[src/rtl/lcd_pkg.sv]
// Shared types and constants for the HD44780 character-LCD write engine.
package lcd_pkg;

   typedef enum logic [2:0] {
      ST_IDLE,
      ST_SETUP,
      ST_PULSE,
      ST_HOLD,
      ST_EXEC
   } lcd_state_e;

   localparam int unsigned LCD_ON_BIT   = 31;
   localparam int unsigned LCD_BLON_BIT = 30;
   localparam int unsigned LCD_GO_BIT   = 29;
   localparam int unsigned LCD_RS_BIT   = 8;

   // Clear display (0x01) and return home (0x02/0x03) need the long execution wait.
   function automatic logic is_long_cmd(input logic rs, input logic [7:0] data);
      return !rs && (data[7:2] == 6'd0) && (data != 8'd0);
   endfunction

endpackage

[src/rtl/lcd_timer.sv]
// Loadable down-counter; zero_o is registered and tracks count == 0.
module lcd_timer #(
   parameter int unsigned W = 17
) (
   input  logic         clk_i,
   input  logic         rst_ni,
   input  logic         load_i,
   input  logic [W-1:0] load_val_i,
   output logic         zero_o
);

   logic [W-1:0] cnt_q;
   logic         zero_q;

   always_ff @(posedge clk_i or negedge rst_ni) begin
      if (!rst_ni) begin
         cnt_q  <= '0;
         zero_q <= 1'b1;
      end else if (load_i) begin
         cnt_q  <= load_val_i;
         zero_q <= (load_val_i == '0);
      end else if (!zero_q) begin
         cnt_q  <= cnt_q - W'(1);
         zero_q <= (cnt_q == W'(1));
      end
   end

   assign zero_o = zero_q;

endmodule

[src/rtl/lcd_ctrl.sv]
// Turns each toggle of the LSU LCD go bit into one timed HD44780 write cycle
// and exposes a busy/transfer-count status word.
module lcd_ctrl
   import lcd_pkg::*;
#(
   parameter int unsigned SETUP_CYC     = 2,
   parameter int unsigned EN_CYC        = 12,
   parameter int unsigned HOLD_CYC      = 2,
   parameter int unsigned EXEC_CYC      = 2000,
   parameter int unsigned LONG_EXEC_CYC = 80000
) (
   input  logic        clk_i,
   input  logic        rst_ni,
   input  logic [31:0] io_lcd_i,
   output logic [7:0]  lcd_data_o,
   output logic        lcd_rs_o,
   output logic        lcd_rw_o,
   output logic        lcd_en_o,
   output logic        lcd_on_o,
   output logic        lcd_blon_o,
   output logic        busy_o,
   output logic [31:0] status_o
);

   localparam int unsigned MAX_A   = (SETUP_CYC > EN_CYC) ? SETUP_CYC : EN_CYC;
   localparam int unsigned MAX_B   = (HOLD_CYC > EXEC_CYC) ? HOLD_CYC : EXEC_CYC;
   localparam int unsigned MAX_C   = (MAX_A > MAX_B) ? MAX_A : MAX_B;
   localparam int unsigned MAX_CYC = (MAX_C > LONG_EXEC_CYC) ? MAX_C : LONG_EXEC_CYC;
   localparam int unsigned CNT_W   = (MAX_CYC > 1) ? $clog2(MAX_CYC) : 1;

   localparam logic [CNT_W-1:0] LD_SETUP = CNT_W'(SETUP_CYC - 1);
   localparam logic [CNT_W-1:0] LD_EN    = CNT_W'(EN_CYC - 1);
   localparam logic [CNT_W-1:0] LD_HOLD  = CNT_W'(HOLD_CYC - 1);
   localparam logic [CNT_W-1:0] LD_EXEC  = CNT_W'(EXEC_CYC - 1);
   localparam logic [CNT_W-1:0] LD_LONG  = CNT_W'(LONG_EXEC_CYC - 1);

   lcd_state_e       state_q, state_d;
   logic             go_prev_q;
   logic [7:0]       data_q;
   logic             rs_q;
   logic             en_q;
   logic             busy_q;
   logic             on_q;
   logic             blon_q;
   logic [7:0]       done_cnt_q;

   logic             accept;
   logic             done_inc;
   logic             tmr_load;
   logic [CNT_W-1:0] tmr_val;
   logic             tmr_zero;
   logic             unused_io;

   assign unused_io = ^io_lcd_i[LCD_GO_BIT-1:LCD_RS_BIT+1];

   lcd_timer #(
      .W (CNT_W)
   ) u_timer (
      .clk_i      (clk_i),
      .rst_ni     (rst_ni),
      .load_i     (tmr_load),
      .load_val_i (tmr_val),
      .zero_o     (tmr_zero)
   );

   // Next-state logic; the timer is reloaded on every state entry.
   always_comb begin
      state_d  = state_q;
      accept   = 1'b0;
      done_inc = 1'b0;
      tmr_load = 1'b0;
      tmr_val  = '0;
      unique case (state_q)
         ST_IDLE: begin
            if (io_lcd_i[LCD_GO_BIT] != go_prev_q) begin
               accept   = 1'b1;
               state_d  = ST_SETUP;
               tmr_load = 1'b1;
               tmr_val  = LD_SETUP;
            end
         end
         ST_SETUP: begin
            if (tmr_zero) begin
               state_d  = ST_PULSE;
               tmr_load = 1'b1;
               tmr_val  = LD_EN;
            end
         end
         ST_PULSE: begin
            if (tmr_zero) begin
               state_d  = ST_HOLD;
               tmr_load = 1'b1;
               tmr_val  = LD_HOLD;
            end
         end
         ST_HOLD: begin
            if (tmr_zero) begin
               state_d  = ST_EXEC;
               tmr_load = 1'b1;
               tmr_val  = is_long_cmd(rs_q, data_q) ? LD_LONG : LD_EXEC;
            end
         end
         ST_EXEC: begin
            if (tmr_zero) begin
               state_d  = ST_IDLE;
               done_inc = 1'b1;
            end
         end
         default: state_d = ST_IDLE;
      endcase
   end

   always_ff @(posedge clk_i or negedge rst_ni) begin
      if (!rst_ni) begin
         state_q    <= ST_IDLE;
         go_prev_q  <= 1'b0;
         data_q     <= '0;
         rs_q       <= 1'b0;
         en_q       <= 1'b0;
         busy_q     <= 1'b0;
         on_q       <= 1'b0;
         blon_q     <= 1'b0;
         done_cnt_q <= '0;
      end else begin
         state_q <= state_d;
         en_q    <= (state_d == ST_PULSE);
         busy_q  <= (state_d != ST_IDLE);
         on_q    <= io_lcd_i[LCD_ON_BIT];
         blon_q  <= io_lcd_i[LCD_BLON_BIT];
         if (accept) begin
            go_prev_q <= io_lcd_i[LCD_GO_BIT];
            data_q    <= io_lcd_i[7:0];
            rs_q      <= io_lcd_i[LCD_RS_BIT];
         end
         if (done_inc) begin
            done_cnt_q <= done_cnt_q + 8'd1;
         end
      end
   end

   assign lcd_data_o = data_q;
   assign lcd_rs_o   = rs_q;
   assign lcd_rw_o   = 1'b0;
   assign lcd_en_o   = en_q;
   assign lcd_on_o   = on_q;
   assign lcd_blon_o = blon_q;
   assign busy_o     = busy_q;
   assign status_o   = {16'h0000, done_cnt_q, 7'b0000000, busy_q};

endmodule

[config.mk]
export PLATFORM = sky130hd
export DESIGN_NAME = lcd_ctrl
export DESIGN_NICKNAME = d
export VERILOG_FILES = /design/src/rtl/lcd_pkg.sv /design/src/rtl/lcd_timer.sv /design/src/rtl/lcd_ctrl.sv
export SDC_FILE = /design/constraint.sdc
export NUM_CORES = 1
export LEC_CHECK = 0
export CORE_MARGIN = 2
export CORE_UTILIZATION = 43
export CTS_BUF_LIST = sky130_fd_sc_hd__clkbuf_8
export CTS_CLUSTER_SIZE = 10
export DETAILED_ROUTE_END_ITERATION = 6
export PLACE_DENSITY = 0.79
export SYNTH_ARGS = -nofsm -noshare
export SYNTH_HDL_FRONTEND = slang
export SYNTH_SLANG_ARGS = --single-unit
[constraint.sdc]
create_clock -name clk_i -period 1.86 [get_ports clk_i]
set_input_delay 0.186 -clock clk_i [delete_from_list [all_inputs] [get_ports clk_i]]
set_output_delay 0.186 -clock clk_i [all_outputs]
set_load 0.005 [all_outputs]
== After elaboration in Yosys (flattened, before gate mapping) ==
Cells that the tools add are included.
Widths: inputs -> output; s select.

* Register bits: 43
* Bits of input ports: 34
* Output and inout bits: 46
* Logic and storage cells: 51

* $add $sub $neg: 2
* Equality and inequality tests: 8
* Mux-type cells: 21
* Reduce and logical (&&, ||, !) cells: 9

{| class="wikitable"
|+ Operators by type and width
! cell !! count
|-
| $mux 17 || 4
|-
| $pmux 17 s4 || 1
|-
| $eq 17x1->1 const B || 1
|-
| $logic_not 17->1 || 1
|-
| $sub 17x1->17 const B || 1
|-
| $mux 3 || 5
|-
| $pmux 3 s5 || 1
|-
| $eq 3x2->1 const B || 3
|-
| $add 8x1->8 const B || 1
|-
| $mux 1 || 8
|-
| $reduce_bool 8->1 || 1
|-
| $logic_not 6->1 || 1
|-
| $mux 4 || 1
|-
| $eq 3x1->1 const B || 1
|-
| $eq 3x3->1 const B || 1
|-
| $logic_not 3->1 || 1
|-
| $reduce_bool 3->1 || 1
|-
| $reduce_or 3->1 || 1
|-
| $logic_and 1x1->1 || 2
|-
| $ne 2x2->1 const B || 1
|-
| $pmux 1 s2 || 1
|-
| $logic_not 1->1 || 1
|-
| $ne 1x1->1 || 1
|}

== Logic depth before layout (Yosys ltp) ==
* Depth after elaboration: 8
* Gate-level depth with buffers: 6
* Gate-level depth less buffers: 6

== Modules after synthesis ==
Synthesis repeated with hierarchy kept, for this count alone.

* Cells, all modules: 231
* Area, all modules: 2417.3 µm²

{| class="wikitable"
|+ Modules (own cells, without submodules)
! module !! times used !! cells each !! area each (µm²) !! seq. area each (µm²)
|-
| lcd_ctrl || 1 || 113 || 1333.8 || 625.6
|-
| lcd_timer || 1 || 118 || 1083.5 || 451.7
|}

== Worst setup path after synthesis ==
No wires, ideal clock.

* Path type: reg2reg
* Start: register data_q[3] (netlist: lcd_data_o[3])
* End: register u_timer.cnt_q[11]
* Setup time: 0.065 ns
* Arrival time: 1.671 ns
* Required time: 1.795 ns
* Slack: 0.124 ns
* Stages on the path, launching flop included: 5
* Buffers on the path: 0
* Clock period less this slack: 1.736 ns
* Cells stage by stage: dfrtp_1 or4_4 nor4_4 or2_4 o22a_1

* Word-level cells in the longest chain between the ends: 7
* Elaborated cells on any way between the ends: 8
* Those cells by class: mux (4); reduce/logical (4)

{| class="wikitable"
|+ Ends and longest elaborated chain
! element !! line !! source
|-
| start: declaration || lcd_ctrl.sv:39 || <nowiki>logic [7:0] data_q;</nowiki>
|-
| start signal: assignment || lcd_ctrl.sv:132 || <nowiki>data_q <= io_lcd_i[7:0];</nowiki>
|-
| $logic_not 6->1 || lcd_pkg.sv:19 || <nowiki>return !rs && (data[7:2] == 6'd0) && (data != 8'd0);</nowiki>
|-
| $logic_and 1x1->1 || lcd_pkg.sv:19 ||
|-
| $logic_and 1x1->1 * || lcd_pkg.sv:19 ||
|-
| $mux 17 * || lcd_ctrl.sv:100 || <nowiki>tmr_val = is_long_cmd(rs_q, data_q) ? LD_LONG : LD_EXEC;</nowiki>
|-
| $mux 17 * || lcd_ctrl.sv:97 || <nowiki>if (tmr_zero) begin</nowiki>
|-
| $pmux 17 s4 * || lcd_ctrl.sv:73 || <nowiki>unique case (state_q)</nowiki>
|-
| $mux 17 * || lcd_timer.sv:19 || <nowiki>end else if (load_i) begin</nowiki>
|-
| end signal: assignment || lcd_timer.sv:20 || <nowiki>cnt_q <= load_val_i;</nowiki>
|-
| end signal: assignment || lcd_timer.sv:23 || <nowiki>cnt_q <= cnt_q - W'(1);</nowiki>
|-
| end: declaration || lcd_timer.sv:12 || <nowiki>logic [W-1:0] cnt_q;</nowiki>
|}

Mark *: on every way between the ends. The rest lies on a longest branch, timed or not.
A chain may end at the register's enable or synchronous reset.

== Worst setup path in the final report ==
* Start: register data_q[7] (netlist: lcd_data_o[7])
* End: register u_timer.cnt_q[9]

The elaborated chain is that of the path after synthesis.

==> impl_metrics.tcl <==
set metrics [dict create \
    worstPathRequired_ns 2.05 \
    drive_above_1_share_pct 22.42 \
    clk_latency_ns 0.30 \
    slew_viol_final 0 \
    finalCriticalPeriod_ns 1.773 \
    n_antenna_cell 0 \
    dieArea_sq_um 6250 \
    period_share_pct 95.34 \
    final_antenna_net_count 0 \
    p_per_area_nw_per_um2 568.3 \
    synth_top_area_share_pct 43.39 \
    synth_area_sq_um 2422 \
    slew_headroom_pct 61.96 \
    grt_first_pass_wirelength_microns 8038 \
    muxShareOfSynthArea_pct 5.579 \
    hold_path.class "primary input to flop" \
    yosysMostFrequentCell "dfrtp_1" \
    cts_root_buf "clkbuf_8" \
    critPathMaxFanout 4 \
    gp_congestion 0.8607 \
    drtIter0Drc 73 \
    n_fill_cell 493 \
    synth-simple-area-share_pct 16.84 \
    ys_warn_count 0 \
    synth_cell_type_count 55 \
    synthArstFlopShare_pct 100.0 \
    cp_cell_sequence "or4_4 -> o31ai_4 -> o41ai_1 -> a22o_1" \
    stdcell_count 353 \
    synth_fa_ha_area_share_pct 1.550 \
    grt_start_max_net_pins 44 \
    status "complete, no violations" \
    vdd_drop_max_mv 0.3691 \
    dp_cells 344 \
    multi_input_area_sq_um 1194 \
    drc 0 \
    grt-ovfl-total 0 \
    nets 318 \
    die_x_microns 79.06 \
    fin_util_pct 55.28 \
    rsz0062_at_grt "no" \
    start_util_pct 44.26 \
    grt_util_all_layers_pct 16.55 \
    setup_tns_ns 0 \
    path_clk_slew_ns 0.08 \
    cts_max_level 2 \
    end_kind "flop" \
    fp.coreArea_sq_um 5473 \
    cts_max_path_buffers 2 \
    slowest_stage "or4_4" \
    synth_compound_area_share_pct 15.75 \
    netlist_top_cells_area "dfrtp_1 (43%), buf_4 (8.4%), mux2_2 (5.6%)" \
    first_pass_iters 4 \
    crit_path_max_incr_delay_ns 0.56 \
    worstPathArrival_ns 1.96 \
    antenna_found_initial 0 \
    yosysSeqAreaShare_pct 44.47 \
    cts.sinks 43 \
    syn_inst 225 \
    io_buffers 35 \
    finalClockSkew_ns 0.005557 \
    ys.flop_type "dfrtp_1" \
    wirelength_microns 4780 \
    max_clock_freq_ghz 0.5639 \
    routed_via_density 5.198 \
    fin_total_pwr_mw 1.719 \
    dp_hpwl_microns 3418 \
    critical_path_class "flop to flop" \
    cap_viol_max_count 0 \
    cts_tree "yes" \
    dieHeight_microns 79.06 \
    setup_viol 0 \
    holdWs_ns 0.3356 \
    synth_xor_area_share_pct 4.339 \
    synth_top_family_by_area "simple AND/OR/NAND/NOR gates" \
    grt_pass1_vias 1755 \
    synthTopCellsByCount "dfrtp_1 (42), buf_4 (27), o21ai_0 (13), mux2_2 (12)" \
    tightest_slew_ns 0.5653 \
    cts_buffers 5 \
    yosys.area.top_type "dfrtp_1" \
    leakage_nw 1.367 \
    ys_ff_latch 43 \
    hold_viol 0 \
    r2r_slack_ns 0.09 \
    regArea_sq_um 1077 \
    startpoint_type "flop" \
    synth_area_per_cell_sq_um 10.77 \
    area_delta_synth_final_pct 24.90 \
    num_io_pins 80 \
    wl_per_cell_microns 13.54 \
    synth_edf_count 0 \
    core.rowCount 27 \
    vias 1835 \
]
==> logic make-up after synthesis <==
| group | Yosys count |
|---|---|
| multiplexers | 12 |
| AO/OA/AOI/OAI | 53 |
| adder cells (fa/ha/maj) | 3 |
| other | 1 |
| buffers and inverters | 39 |
| AND/OR/NAND/NOR | 62 |
| XOR/XNOR | 12 |
| flip-flops | 43 |
==> layout make-up <==
cell class | instances | area share [%]
Clock inverter | 2 | 1.241
Inverter | 5 | 0.6203
Timing Repair Buffer | 60 | 17.82
Tap cell | 72 | 2.978
Clock buffer | 5 | 2.275
Multi-Input combinational cell | 166 | 39.45
Sequential cell | 43 | 35.61
==> per-stage QoR <==
stage,instance area (sq um),setup WS (ns)
detailed placement,2861,-0.04176
global placement,2861,0.01999
global route,3025,0.002218
CTS,2990,0.03081
floorplan,2509,0.1241
finish,3025,0.08670
==> layer usage <==
layer | global-route usage [%] | vias to the layer above | share of wire, %
met5 | 0 | - | 0
met1 | 21.56 | 887 | 46
met4 | 7.241 | 0 | 1.6
met3 | 3.636 | 7 | 4.8
met2 | 26.53 | 56 | 48
li1 | - | 885 | -
==> layout by cell type (no fill, tap or decap), drive strengths merged, types with 2 or more instances in the layout <==
| master | n |
|---|---|
| nor2 | 10 |
| nor4 | 7 |
| or4 | 3 |
| o31ai | 3 |
| a21oi | 9 |
| dfrtp | 42 |
| nor4b | 3 |
| and4 | 2 |
| nand2b | 3 |
| a31o | 2 |
| clkdlybuf4s50 | 34 |
| or3 | 7 |
| nand2 | 7 |
| o22a | 5 |
| mux2 | 12 |
| ha | 3 |
| a41o | 2 |
| a22o | 5 |
| nand4 | 2 |
| nand3 | 3 |
| xnor2 | 7 |
| o21ai | 14 |
| inv | 5 |
| nor3 | 7 |
| clkbuf | 5 |
| o21a | 5 |
| conb | 24 |
| buf | 25 |
| xor2 | 5 |
==> flip-flops by register name, indices dropped and copies added (netlist names) <==
signal          flops
busy_o              1
u_timer.cnt_q      17
u_timer.zero_o      1
done_cnt_q          8
lcd_en_o            1
lcd_on_o            1
lcd_rs_o            1
lcd_blon_o          1
go_prev_q           1
lcd_data_o          8
state_q             3
==> what timing repair did <==
item,in CTS,in global routing
hold endpoints to repair,42,0
gates cloned,0,0
resized for setup,2,6
buffers inserted,0,1
pin swaps,0,1
hold buffers,1,0
setup endpoints to repair,3,11
==> power breakdown <==
part	switching [mW]	leakage, nW	internal, mW
Combinational	0.0358	0.775	0.0316
Sequential	0.000566	0.542	0.936
Clock	0.323	0.0502	0.392
Total	0.359	1.37	1.36
==> worst paths after layout <==
check	start	to	cells past startpoint
setup / recovery	lcd_data_o[7]	u_timer.cnt_q[9]	4
hold / removal	io_lcd_i[31]	lcd_on_o	1
setup reg to reg	lcd_data_o[7]	u_timer.cnt_q[9]	4
hold reg to reg	done_cnt_q[7]	done_cnt_q[7]	1
max in group asynchronous	rst_ni	u_timer.zero_o	3
min in group asynchronous	rst_ni	u_timer.cnt_q[12]	3
==> worst max-delay path: cells and delay by family (launching register included) <==
kind	cells	cell delay, ns
flops	1	0.40
simple gates	1	0.56
compound gates	3	0.70
Power figures use the tool's default switching activity.
